**src/rtl/port_uart_bridge_if.sv**
```systemverilog
// Port-pair bundle between the core's memory-mapped port registers and the UART bridge.
`timescale 1ns/1ps

interface port_uart_bridge_if;
    logic [31:0] portOutputWord;
    logic [31:0] portInputWord;
    logic        txd;
    logic        rxd;

    // Core / link-partner side.
    modport master (
        output portOutputWord,
        output rxd,
        input  portInputWord,
        input  txd
    );

    // Bridge side.
    modport slave (
        input  portOutputWord,
        input  rxd,
        output portInputWord,
        output txd
    );
endinterface

```
**src/rtl/port_uart_bridge.sv**
```systemverilog
// Port-register to 8N1 UART bridge. The port words carry no strobes, so
// transfers in each direction are signalled by toggle handshakes.
`timescale 1ns/1ps

module port_uart_bridge #(
    parameter int unsigned CLOCKS_PER_BIT = 434
) (
    input  logic              clock,
    input  logic              reset,
    port_uart_bridge_if.slave bus
);

    localparam int unsigned BAUD_W = $clog2(CLOCKS_PER_BIT);
    localparam logic [BAUD_W-1:0] BAUD_LAST = BAUD_W'(CLOCKS_PER_BIT - 1);
    localparam logic [BAUD_W-1:0] BAUD_HALF = BAUD_W'(CLOCKS_PER_BIT / 2);

    typedef enum logic [1:0] {
        S_IDLE  = 2'd0,
        S_START = 2'd1,
        S_DATA  = 2'd2,
        S_STOP  = 2'd3
    } uart_state_e;

    // Port word fields
    logic [7:0] tx_data_in;
    logic       tx_req_toggle;
    logic       rx_ack_toggle;
    logic       unused_port_bits;

    assign tx_data_in       = bus.portOutputWord[7:0];
    assign tx_req_toggle    = bus.portOutputWord[8];
    assign rx_ack_toggle    = bus.portOutputWord[9];
    assign unused_port_bits = ^bus.portOutputWord[31:10];

    // TX state
    uart_state_e       tx_state_q, tx_state_d;
    logic [BAUD_W-1:0] tx_baud_q, tx_baud_d;
    logic [2:0]        tx_bit_q, tx_bit_d;
    logic [7:0]        tx_shift_q, tx_shift_d;
    logic              txd_q, txd_d;
    logic              tx_req_seen_q, tx_req_seen_d;
    logic              tx_done_q, tx_done_d;
    logic              tx_busy_q, tx_busy_d;

    // RX state
    logic              rx_sync1_q, rx_sync1_d;
    logic              rx_sync2_q, rx_sync2_d;
    logic              rx_prev_q, rx_prev_d;
    uart_state_e       rx_state_q, rx_state_d;
    logic [BAUD_W-1:0] rx_baud_q, rx_baud_d;
    logic [2:0]        rx_bit_q, rx_bit_d;
    logic [7:0]        rx_shift_q, rx_shift_d;
    logic [7:0]        rx_data_q, rx_data_d;
    logic              rx_valid_q, rx_valid_d;
    logic              rx_overrun_q, rx_overrun_d;
    logic              rx_ferr_q, rx_ferr_d;
    logic              ack_seen_q, ack_seen_d;

    logic              rx_pending;

    assign rx_pending = rx_valid_q != rx_ack_toggle;

    // Transmit FSM: idle -> start bit -> 8 data bits LSB first -> stop bit
    always_comb begin
        tx_state_d    = tx_state_q;
        tx_baud_d     = tx_baud_q;
        tx_bit_d      = tx_bit_q;
        tx_shift_d    = tx_shift_q;
        txd_d         = txd_q;
        tx_req_seen_d = tx_req_seen_q;
        tx_done_d     = tx_done_q;
        tx_busy_d     = tx_busy_q;
        case (tx_state_q)
            S_IDLE: begin
                tx_baud_d = '0;
                if (tx_req_toggle != tx_req_seen_q) begin
                    tx_shift_d    = tx_data_in;
                    tx_req_seen_d = tx_req_toggle;
                    tx_busy_d     = 1'b1;
                    txd_d         = 1'b0;
                    tx_state_d    = S_START;
                end
            end
            S_START: begin
                if (tx_baud_q == BAUD_LAST) begin
                    tx_baud_d  = '0;
                    tx_bit_d   = '0;
                    txd_d      = tx_shift_q[0];
                    tx_state_d = S_DATA;
                end else begin
                    tx_baud_d = tx_baud_q + BAUD_W'(1);
                end
            end
            S_DATA: begin
                if (tx_baud_q == BAUD_LAST) begin
                    tx_baud_d = '0;
                    if (tx_bit_q == 3'd7) begin
                        txd_d      = 1'b1;
                        tx_state_d = S_STOP;
                    end else begin
                        tx_shift_d = {1'b0, tx_shift_q[7:1]};
                        txd_d      = tx_shift_q[1];
                        tx_bit_d   = tx_bit_q + 3'd1;
                    end
                end else begin
                    tx_baud_d = tx_baud_q + BAUD_W'(1);
                end
            end
            S_STOP: begin
                if (tx_baud_q == BAUD_LAST) begin
                    tx_baud_d  = '0;
                    tx_done_d  = tx_req_seen_q;
                    tx_busy_d  = 1'b0;
                    tx_state_d = S_IDLE;
                end else begin
                    tx_baud_d = tx_baud_q + BAUD_W'(1);
                end
            end
        endcase
    end

    // Receive FSM plus ack handling; an error set in the same cycle as an ack wins
    always_comb begin
        rx_sync1_d   = bus.rxd;
        rx_sync2_d   = rx_sync1_q;
        rx_prev_d    = rx_sync2_q;
        rx_state_d   = rx_state_q;
        rx_baud_d    = rx_baud_q;
        rx_bit_d     = rx_bit_q;
        rx_shift_d   = rx_shift_q;
        rx_data_d    = rx_data_q;
        rx_valid_d   = rx_valid_q;
        rx_overrun_d = rx_overrun_q;
        rx_ferr_d    = rx_ferr_q;
        ack_seen_d   = ack_seen_q;

        if (rx_ack_toggle != ack_seen_q) begin
            rx_overrun_d = 1'b0;
            rx_ferr_d    = 1'b0;
            ack_seen_d   = rx_ack_toggle;
        end

        case (rx_state_q)
            S_IDLE: begin
                rx_baud_d = '0;
                if (rx_prev_q && !rx_sync2_q) begin
                    rx_state_d = S_START;
                end
            end
            S_START: begin
                if (rx_baud_q == BAUD_HALF) begin
                    rx_baud_d  = '0;
                    rx_bit_d   = '0;
                    rx_state_d = rx_sync2_q ? S_IDLE : S_DATA;
                end else begin
                    rx_baud_d = rx_baud_q + BAUD_W'(1);
                end
            end
            S_DATA: begin
                if (rx_baud_q == BAUD_LAST) begin
                    rx_baud_d  = '0;
                    rx_shift_d = {rx_sync2_q, rx_shift_q[7:1]};
                    if (rx_bit_q == 3'd7) begin
                        rx_state_d = S_STOP;
                    end else begin
                        rx_bit_d = rx_bit_q + 3'd1;
                    end
                end else begin
                    rx_baud_d = rx_baud_q + BAUD_W'(1);
                end
            end
            S_STOP: begin
                if (rx_baud_q == BAUD_LAST) begin
                    rx_baud_d  = '0;
                    rx_state_d = S_IDLE;
                    if (!rx_sync2_q) begin
                        rx_ferr_d = 1'b1;
                    end else if (rx_pending) begin
                        rx_overrun_d = 1'b1;
                    end else begin
                        rx_data_d  = rx_shift_q;
                        rx_valid_d = ~rx_valid_q;
                    end
                end else begin
                    rx_baud_d = rx_baud_q + BAUD_W'(1);
                end
            end
        endcase
    end

    // State registers with synchronous active-low reset
    always_ff @(posedge clock) begin
        if (!reset) begin
            tx_state_q    <= S_IDLE;
            tx_baud_q     <= '0;
            tx_bit_q      <= '0;
            tx_shift_q    <= '0;
            txd_q         <= 1'b1;
            tx_req_seen_q <= 1'b0;
            tx_done_q     <= 1'b0;
            tx_busy_q     <= 1'b0;
            rx_sync1_q    <= 1'b1;
            rx_sync2_q    <= 1'b1;
            rx_prev_q     <= 1'b1;
            rx_state_q    <= S_IDLE;
            rx_baud_q     <= '0;
            rx_bit_q      <= '0;
            rx_shift_q    <= '0;
            rx_data_q     <= '0;
            rx_valid_q    <= 1'b0;
            rx_overrun_q  <= 1'b0;
            rx_ferr_q     <= 1'b0;
            ack_seen_q    <= 1'b0;
        end else begin
            tx_state_q    <= tx_state_d;
            tx_baud_q     <= tx_baud_d;
            tx_bit_q      <= tx_bit_d;
            tx_shift_q    <= tx_shift_d;
            txd_q         <= txd_d;
            tx_req_seen_q <= tx_req_seen_d;
            tx_done_q     <= tx_done_d;
            tx_busy_q     <= tx_busy_d;
            rx_sync1_q    <= rx_sync1_d;
            rx_sync2_q    <= rx_sync2_d;
            rx_prev_q     <= rx_prev_d;
            rx_state_q    <= rx_state_d;
            rx_baud_q     <= rx_baud_d;
            rx_bit_q      <= rx_bit_d;
            rx_shift_q    <= rx_shift_d;
            rx_data_q     <= rx_data_d;
            rx_valid_q    <= rx_valid_d;
            rx_overrun_q  <= rx_overrun_d;
            rx_ferr_q     <= rx_ferr_d;
            ack_seen_q    <= ack_seen_d;
        end
    end

    assign bus.txd           = txd_q;
    assign bus.portInputWord = {19'b0, rx_ferr_q, rx_overrun_q, tx_busy_q,
                                rx_valid_q, tx_done_q, rx_data_q};

endmodule

```
**src/flat_wrapper.sv**
```systemverilog
// flat-port wrapper written by rule: the top's interface ports become plain ports
module port_uart_bridge_flat 
#(
    parameter int unsigned CLOCKS_PER_BIT = 434
)
  (clock, reset, bus_portOutputWord, bus_rxd, bus_portInputWord, bus_txd);
  port_uart_bridge_if bus_i ();
  input  logic clock;
  input  logic reset;
  input wire logic [$bits(bus_i.portOutputWord)-1:0] bus_portOutputWord;
  input wire logic [$bits(bus_i.rxd)-1:0] bus_rxd;
  output wire logic [$bits(bus_i.portInputWord)-1:0] bus_portInputWord;
  output wire logic [$bits(bus_i.txd)-1:0] bus_txd;
  assign bus_i.portOutputWord = bus_portOutputWord;
  assign bus_i.rxd = bus_rxd;
  assign bus_portInputWord = bus_i.portInputWord;
  assign bus_txd = bus_i.txd;
  port_uart_bridge #(.CLOCKS_PER_BIT(CLOCKS_PER_BIT)) u_core (.clock(clock), .reset(reset), .bus(bus_i));
endmodule
```
**config.mk**
```make
export PLATFORM = sky130hd
export DESIGN_NAME = port_uart_bridge_flat
export DESIGN_NICKNAME = d
export VERILOG_FILES = /design/src/rtl/port_uart_bridge_if.sv /design/src/rtl/port_uart_bridge.sv /design/src/flat_wrapper.sv
export SDC_FILE = /design/constraint.sdc
export NUM_CORES = 1
export LEC_CHECK = 0
export CAP_MARGIN = 20
export CORE_MARGIN = 1
export CORE_UTILIZATION = 40
export DETAILED_ROUTE_END_ITERATION = 7
export HOLD_SLACK_MARGIN = 0.06
export PLACE_DENSITY_LB_ADDON = 0.3
export SYNTH_ARGS = -nofsm -noshare
export SYNTH_HDL_FRONTEND = slang
export SYNTH_SLANG_ARGS = --single-unit
```
**constraint.sdc**
```tcl
create_clock -name clock -period 3.5 [get_ports clock]
set_input_delay 0.7 -clock clock [delete_from_list [all_inputs] [get_ports clock]]
set_output_delay 0.7 -clock clock [all_outputs]
set_load 0.02 [all_outputs]
```
After elaboration in Yosys (flattened, before gate mapping)
Index checks and enable logic that the tools add are counted.
Word-level totals
  register bits after elaboration: 63
  input port bits: 35
  logic and storage cells: 121
Cells by class
  add/sub/neg operators: 4
  eq/ne operators: 26
  mux-type cells: 47
  bitwise gates (word level): 2
  reductions and logical operators: 22
Operator list (number)
  $mux 9: 3
  $pmux 9 s3: 1
  $mux 8: 3
  $mux 2: 11
  $ne 2x1->1 const B: 10
  $reduce_and 4->1: 5
  $add 9x1->9 const B: 2
  $eq 9x9->1 const B: 2
  $mux 3: 6
  $pmux 9 s2: 1
  $pmux 2 s4: 2
  $pmux 8 s2: 1
  $mux 1: 15
  $pmux 3 s2: 2
  $reduce_and 5->1: 2
  $eq 9x8->1 const B: 1
  $eq 2x2->1 const B: 4
  $reduce_bool 2->1: 4
  $add 3x1->3 const B: 2
  $eq 3x3->1 const B: 2
  $reduce_and 2->1: 3
  $eq 2x1->1 const B: 2
  $logic_not 2->1: 2
  $ne 2x2->1 const B: 2
  other kinds (10): 13

Depth between registers and ports, before layout
Gate-level depths: netlist of run 1.
  depth after elaboration: 6
  depth in mapped cells: 7
  depth with buffers taken out: 6

Worst setup path before layout of run 1
No wires, ideal clock.
  path type: input port to flip-flop
  from: input port bus_portOutputWord[8]
  to: register u_core.tx_shift_q[1]
  arrival time: 1.654 ns
  required time: 3.428 ns
  path slack: 1.774 ns
  stages on the path: 5
  path through: xnor2_1 and2_1 clkbuf_1 a21oi_2 mux2i_1
Between the ends
  cells in the longest elaborated chain, start to end: 3
Ends and longest elaborated chain
  start: declaration: RTL line flat_wrapper.sv:10  | input wire logic [$bits(bus_i.portOutputWord)-1:0] bus_portOutputWord;
  $ne 1x1->1: RTL line port_uart_bridge.sv:76  | if (tx_req_toggle != tx_req_seen_q) begin
  $ne 2x1->1 (no source line)
  $reduce_and 4->1 (no source line)
  end signal: assignment: RTL line port_uart_bridge.sv:218  | tx_shift_q <= tx_shift_d;
  end: declaration: RTL line port_uart_bridge.sv:39  | logic [7:0] tx_shift_q, tx_shift_d;
No other way between the ends.
A chain may end at the register's enable or synchronous reset.

Final worst setup path of run 1
  from: register u_core.tx_state_q[0]
  to: register u_core.tx_shift_q[4]
Between the ends
  cells in the longest elaborated chain, start to end: 3
  elaborated cells on any way between the ends: 8
  classes of those cells: eq/ne: 4; mux: 1; reduce/logical: 3
Ends and longest elaborated chain
  start: declaration: RTL line port_uart_bridge.sv:36  | uart_state_e tx_state_q, tx_state_d;
  start signal: assignment: RTL line port_uart_bridge.sv:215  | tx_state_q <= tx_state_d;
  $eq 2x2->1 / $logic_not 2->1 (equally long branches): RTL line port_uart_bridge.sv:73  | case (tx_state_q)
  $ne 2x2->1 (no source line) (tied with other cells)
  $reduce_and 4->1 (no source line)
Parallel ways exist; a longest one is shown, timed or not.

==> results of run 1 <==
stage by stage:
stage	hold WS (ns)	setup WS [ns]
floorplan	0.386	1.77
detailed placement	0.401	1.21
global route	0.443	0.942
CTS	0.419	1.12
global placement	0.391	1.22
finish	0.416	1.13
sequential cells by signal, summed over array words and instances, names as in the netlist, 2 cells and up, named ones only:
name               count
u_core.rx_data_q       8
u_core.tx_state_q      2
u_core.rx_bit_q        3
u_core.tx_shift_q      8
u_core.tx_bit_q        3
u_core.rx_shift_q      8
u_core.rx_baud_q       9
u_core.tx_baud_q       9
power breakdown:
part           switching (mW)  leakage (nW)  internal, mW
combinational           0.251         0.833         0.200
clock                   0.267         0.109         0.414
sequential             0.0443         0.512         0.790
worst paths after layout:
| kind | endpoint | startpoint |
|---|---|---|
| worst max-delay path | u_core.tx_shift_q[4]$_SDFFE_PN0P_ | u_core.tx_state_q[0]$_SDFFE_PN0P_ |
| worst min-delay path | u_core.rx_prev_d$_SDFF_PN1_ | u_core.rx_sync1_q$_SDFF_PN1_ |
| worst max register to register | u_core.tx_shift_q[4]$_SDFFE_PN0P_ | u_core.tx_state_q[0]$_SDFFE_PN0P_ |
| worst min register to register | u_core.rx_prev_d$_SDFF_PN1_ | u_core.rx_sync1_q$_SDFF_PN1_ |
synth_stat cells (all sizes together) (2+ instances only):
cell type | n | share of area [%]
a21boi | 4 | 0.96
a21oi | 3 | 0.60
a31oi | 2 | 0.60
and2 | 4 | 0.80
and4bb | 2 | 0.80
buf | 25 | 5.9
clkbuf | 13 | 1.6
dfxtp | 63 | 40
ha | 12 | 4.8
inv | 6 | 0.72
mux2 | 2 | 0.72
mux2i | 21 | 6.7
nand2 | 43 | 5.2
nand2b | 15 | 3.0
nand3 | 21 | 3.4
nand3b | 5 | 1.6
nand4 | 2 | 0.40
nor2 | 25 | 3.0
nor2b | 9 | 1.8
nor3 | 4 | 0.64
nor4 | 2 | 0.88
o211a | 3 | 0.96
o211ai | 6 | 1.4
o21ai | 12 | 1.9
o311ai | 3 | 1.1
o31ai | 2 | 0.48
or3 | 4 | 0.80
xnor2 | 12 | 3.4
xor2 | 5 | 1.4
worst max-delay path, delay by kind of cell (launching register included):
family | cells | cell delay (ns)
buffers and inverters | 1 | 0.09
adders and majority gates | 1 | 0.62
DFF | 1 | 0.34
muxes | 1 | 0.27
and+or+nand+nor | 2 | 0.47
AOI/OAI and AO/OA | 1 | 0.49
layout make-up:
type                    count  share of cell area (%)
clock buffers              11                    3.96
clock inverters             4                    1.96
inverters                   6                   0.630
multi-input cells         253                    47.1
flip-flops and latches     63                    35.3
well taps                  99                    3.47
repair buffers             28                    7.57
per-layer routing:
layer  share of wire, %  routed length (µm)  up-vias
met4                1.4                  77        0
met5                  0                   0        -
met3                4.1                 216        4
met2                 46                2460       39
li1                   -                   -     1167
met1                 48                2560     1043
logic make-up after synthesis:
family	Yosys count
muxes	23
xor gates and xnor gates	17
DFF	63
adders and majority gates	12
and+or+nand+nor	141
buffers and inverters	44
other	1
AOI/OAI and AO/OA	41
cell usage in the layout, fill, tap and decap left out, drive strengths merged, types with 2 or more instances in the layout:
cell | synthesis | layout
dfxtp | 63 | 63
nand2 | 43 | 43
nor2 | 25 | 25
clkdlybuf4s50 | 0 | 25
nand3 | 21 | 21
mux2i | 21 | 21
conb | 1 | 19
nand2b | 15 | 15
xnor2 | 12 | 12
o21ai | 12 | 12
ha | 12 | 12
clkbuf | 13 | 11
nor2b | 9 | 9
inv | 6 | 6
o211ai | 6 | 6
xor2 | 5 | 5
nand3b | 5 | 5
or3 | 4 | 4
and2 | 4 | 4
a21boi | 4 | 4
nor3 | 4 | 4
o211a | 3 | 3
a21oi | 3 | 3
o311ai | 3 | 3
buf | 25 | 3
and4bb | 2 | 2
mux2 | 2 | 2
nand4 | 2 | 2
o31ai | 2 | 2
bufinv | 0 | 2
clkinv | 0 | 2
a31oi | 2 | 2
nor4 | 2 | 2
==> results.json, run 1 <==
{
  "via_count": 2253,
  "syn-mean-instance-area_um2": 9.16,
  "synth-main-ff-cell": "dfxtp_1",
  "worstHoldPathCells": 1,
  "postPlaceCellArea_um2": 3360,
  "synthXorXnorAreaFrac_pct": 4.75,
  "cp.required_ns": 3.75,
  "synth_edf_count": 0,
  "cp_slowest_cell": "ha_1",
  "syn_to_final_growth_pct": 14.0,
  "met3_usage_pct": 4.97,
  "max_cap_violations": 0,
  "die_h_um": 90.5,
  "max_stage_delay_ns": 0.62,
  "antenna_cells": 0,
  "drv_slew": 0,
  "clockBufferDepth": 2,
  "grt_antenna_before_repair": 0,
  "total_power_mw": 1.97,
  "synth_cell_types": 48,
  "crit_fanout": 23,
  "status": "finished, final reports clean",
  "crit_type": "flip-flop to flip-flop",
  "finalCriticalPeriod_ns": 2.37,
  "postCtsSetupBuffers": 0,
  "grt_pass1_vias": 2122,
  "io_pins": 68,
  "ant_nets": 0,
  "cp_cell_sequence": "inv_1 > ha_1 > nor2b_1 > nand3_1 > a21oi_2 > mux2i_1",
  "fmax_mhz": 422,
  "die-area_um2": 8190,
  "synth_seq_cells": 63,
  "synth-adder-area-share_pct": 4.79,
  "final_hold_viol_count": 0,
  "htreeDepth": 3,
  "drive_gt1_share_pct": 7.95,
  "syn-cell-area_um2": 3130,
  "start_kind": "flip-flop",
  "gr-usage-met2_pct": 23.2,
  "synth_simple_gate_area_share_pct": 24.1,
  "nets": 408,
  "p_leak_nw": 1.45,
  "min_path_type": "flip-flop to flip-flop",
  "insertion_delay_ns": 0.33,
  "ys.warnings.count": 0,
  "regArea_um2": 1260,
  "tightestPinTransition_ns": 0.712,
  "skew_ns": 0.00424,
  "dp_hpwl_um": 3610,
  "rows": 31,
  "clock-sinks": 63,
  "avgViaCountPerCell": 4.86,
  "multi_input_area_um2": 1680,
  "io_buffers": 26,
  "finalNonFillerCells": 464,
  "grt_pass1_wl_um": 9520,
  "grt_usage_pct": 14.4,
  "grt_util_met1_pct": 17.5,
  "setup_viol": 0,
  "tns_ns": 0,
  "power_density_nw_per_um2": 551,
  "synth_top_family_by_area": "simple AND/OR/NAND/NOR gates",
  "synth_compound_area_share_pct": 10.4,
  "path_clk_slew_ns": 0.07,
  "drt-initial-drc-count": 72,
  "grt_overflow": 0,
  "top_usage_layer": "met2",
  "post-route-period-util_pct": 67.7,
  "peakVddDrop_uv": 288,
  "grt_max_degree": 26,
  "fin_area_um2": 3570,
  "end_kind": "flip-flop",
  "post-route-util_pct": 48.2,
  "worst_ep_arrival_time_ns": 2.62,
  "synthCells": 342,
  "die_w_um": 90.5,
  "relSlewSlack_pct": 52.2,
  "rrSetupSlack_ns": 1.13,
  "rsz0062_at_grt": "false",
  "post_synth_mux_area_share_pct": 7.43,
  "cts_resized": 0,
  "cts_tree": "done",
  "async_reset_ff_share_pct": 0,
  "core-area_um2": 7410,
  "ys_seq_area_share_pct": 40.3,
  "drt_wl_total_um": 5310,
  "dp.cells": 449,
  "gp_congestion": 0.763,
  "cts_hold_buf": 0,
  "ff2ff_path_depth": 6,
  "drt_pre_antenna_iters": 4,
  "nFillCells": 727,
  "start_util_pct": 42.3,
  "cts_inserted_buffers": 9,
  "drc": 0,
  "detail_route.wl_per_cell_um": 11.5,
  "cts_root_buf": "clkbuf_8"
}
Power figures use the tool's default switching activity.
==> run 2: changes to the inputs <==
==> constraint.sdc (replaced) <==
create_clock -name clock -period 2 [get_ports clock]
set_input_delay 0.4 -clock clock [delete_from_list [all_inputs] [get_ports clock]]
set_output_delay 0.4 -clock clock [all_outputs]
set_load 0.02 [all_outputs]
==> run 2 against run 1 <==
Flip-flop and latch count did not move; die area unchanged; cell count is 1.7% higher; non-clock buffer count increased by 7; maximum frequency is 30% higher; first-iteration DRC count shrank 21%; wire length is 0.75% higher; register-to-register slack got worse by 0.95 ns; clock skew is 0.0075 ns higher; sequential power grew 75%; combinational power rose by 80%.
==> results.json, run 2 (synthesis gave the netlist of run 1 again) <==
{
  "path_clk_slew_ns": 0.07,
  "p_int_mw": 2.58,
  "comb_power_share_pct": 22.6,
  "htreeDepth": 3,
  "cts_tree": "done",
  "crit_type": "flip-flop to flip-flop",
  "clock-sinks": 63,
  "top_regs": "u_core.rx_baud_q (9), u_core.tx_baud_q (9)",
  "post-route-util_pct": 49.6,
  "drive_gt1_share_pct": 10.2,
  "p_leak_nw": 1.51,
  "pwr-share-seq_pct": 40.4,
  "clockBufferDepth": 2,
  "rows": 31,
  "grt_antenna_before_repair": 0,
  "start_util_pct": 42.3,
  "syn_to_final_growth_pct": 17.2,
  "avgViaCountPerCell": 4.80,
  "final_hold_viol_count": 0,
  "start_kind": "flip-flop",
  "worst_ep_arrival_time_ns": 2.08,
  "switching_power_mw": 1.03,
  "cts_root_buf": "clkbuf_8",
  "peakVddDrop_uv": 458,
  "p_sw_share_pct": 28.5,
  "grt_pass1_vias": 2176,
  "postCtsSetupBuffers": 0,
  "drt_wl_total_um": 5350,
  "crit_fanout": 7,
  "detail_route.wl_per_cell_um": 11.3,
  "fin_hold_ws_ns": 0.407,
  "layout_setup_ws_ns": 0.177,
  "drt_pre_antenna_iters": 4,
  "cts_inserted_buffers": 9,
  "min_path_type": "primary input to flip-flop",
  "antenna_cells": 0,
  "ant_nets": 0,
  "max_cap_violations": 0,
  "total_power_mw": 3.61,
  "die-area_um2": 8190,
  "setup_viol": 0,
  "grt_usage_pct": 14.1,
  "path_common_cell": "ha_1",
  "finalCriticalPeriod_ns": 1.82,
  "cp_slowest_cell": "a21oi_2",
  "insertion_delay_ns": 0.34,
  "cp.required_ns": 2.26,
  "io_pins": 68,
  "rsz0062_at_grt": "false",
  "cp_cell_sequence": "ha_1 > ha_1 > nor2b_1 > nand3_1 > a21oi_2 > mux2i_1",
  "status": "finished, final reports clean",
  "grt_overflow": 0,
  "dp_hpwl_um": 3810,
  "power_density_nw_per_um2": 983,
  "fmax_mhz": 549,
  "layout_commonest_cell": "dfxtp_1",
  "die_h_um": 90.5,
  "cts_resized": 0,
  "drt-initial-drc-count": 57,
  "die_w_um": 90.5,
  "drc": 0,
  "grt_pass1_wl_um": 9420,
  "post-route-period-util_pct": 91.1,
  "pre_cts_slack_ns": 0.0134,
  "skew_ns": 0.0117,
  "core-area_um2": 7410,
  "final_cell_mix": "dfxtp_1 (63), nand2_1 (42), nor2_1 (25), clkdlybuf4s50_1 (25)",
  "grt_max_degree": 48,
  "clockPowerShare_pct": 37.0,
  "max_stage_delay_ns": 0.46,
  "cts_hold_buf": 0,
  "drv_slew": 0,
  "tns_ns": 0,
  "end_kind": "flip-flop",
  "io_buffers": 26,
  "gp_congestion": 0.780,
  "nets": 415,
  "via_count": 2264
}
==> run 2: cell type report <==
| cell class | count | area (µm²) |
|---|---|---|
| Clock inverter | 7 | 121 |
| Tap cell | 99 | 124 |
| Inverter | 6 | 22.5 |
| Multi-Input combinational cell | 253 | 1680 |
| Timing Repair Buffer | 35 | 335 |
| Sequential cell | 63 | 1260 |
| Fill cell | 723 | 3740 |
| Clock buffer | 9 | 124 |
==> run 2: routing by layer <==
layer	track usage [%]	part of all wire [%]
met5	0	0
met3	4.80	3.9
met4	4.84	1.3
met1	16.2	47
met2	24.3	48
==> run 2: stage by stage <==
stage / cell area, µm² / cells
floorplan: 3200 / 360
global placement: 3430 / 456
detailed placement: 3430 / 456
CTS: 3670 / 472
global route: 3670 / 472
finish: 3670 / 472
==> run 2: final timing paths <==
| check | start | slack (ns) | cells after the start | end |
|---|---|---|---|---|
| worst max register to register | u_core.tx_bit_q[0]$_SDFFE_PN0P_ | 0.18 | 6 | u_core.tx_shift_q[4]$_SDFFE_PN0P_ |
| worst min-delay path | reset | 0.41 | 2 | u_core.rx_prev_q$_SDFF_PN1_ |
| worst max-delay path | u_core.tx_bit_q[0]$_SDFFE_PN0P_ | 0.18 | 6 | u_core.tx_shift_q[4]$_SDFFE_PN0P_ |
| worst min register to register | u_core.rx_sync1_q$_SDFF_PN1_ | 0.41 | 1 | u_core.rx_prev_d$_SDFF_PN1_ |
==> run 2: power groups by stage <==
stage | Combinational, mW | Sequential (mW) | Clock (mW)
detailed placement | 0.818 | 1.49 | 0
global placement | 0.795 | 1.48 | 0
global route | 0.904 | 1.48 | 1.43
CTS | 0.820 | 1.46 | 1.38
finish | 0.814 | 1.46 | 1.34
floorplan | 0.660 | 1.48 | 0
==> run 2: worst max-delay path, delay by kind of cell (launching register included) <==
family,cells,cell delay [ns]
AOI/OAI and AO/OA,1,0.46
DFF,1,0.32
and+or+nand+nor,2,0.35
adders and majority gates,2,0.39
muxes,1,0.23
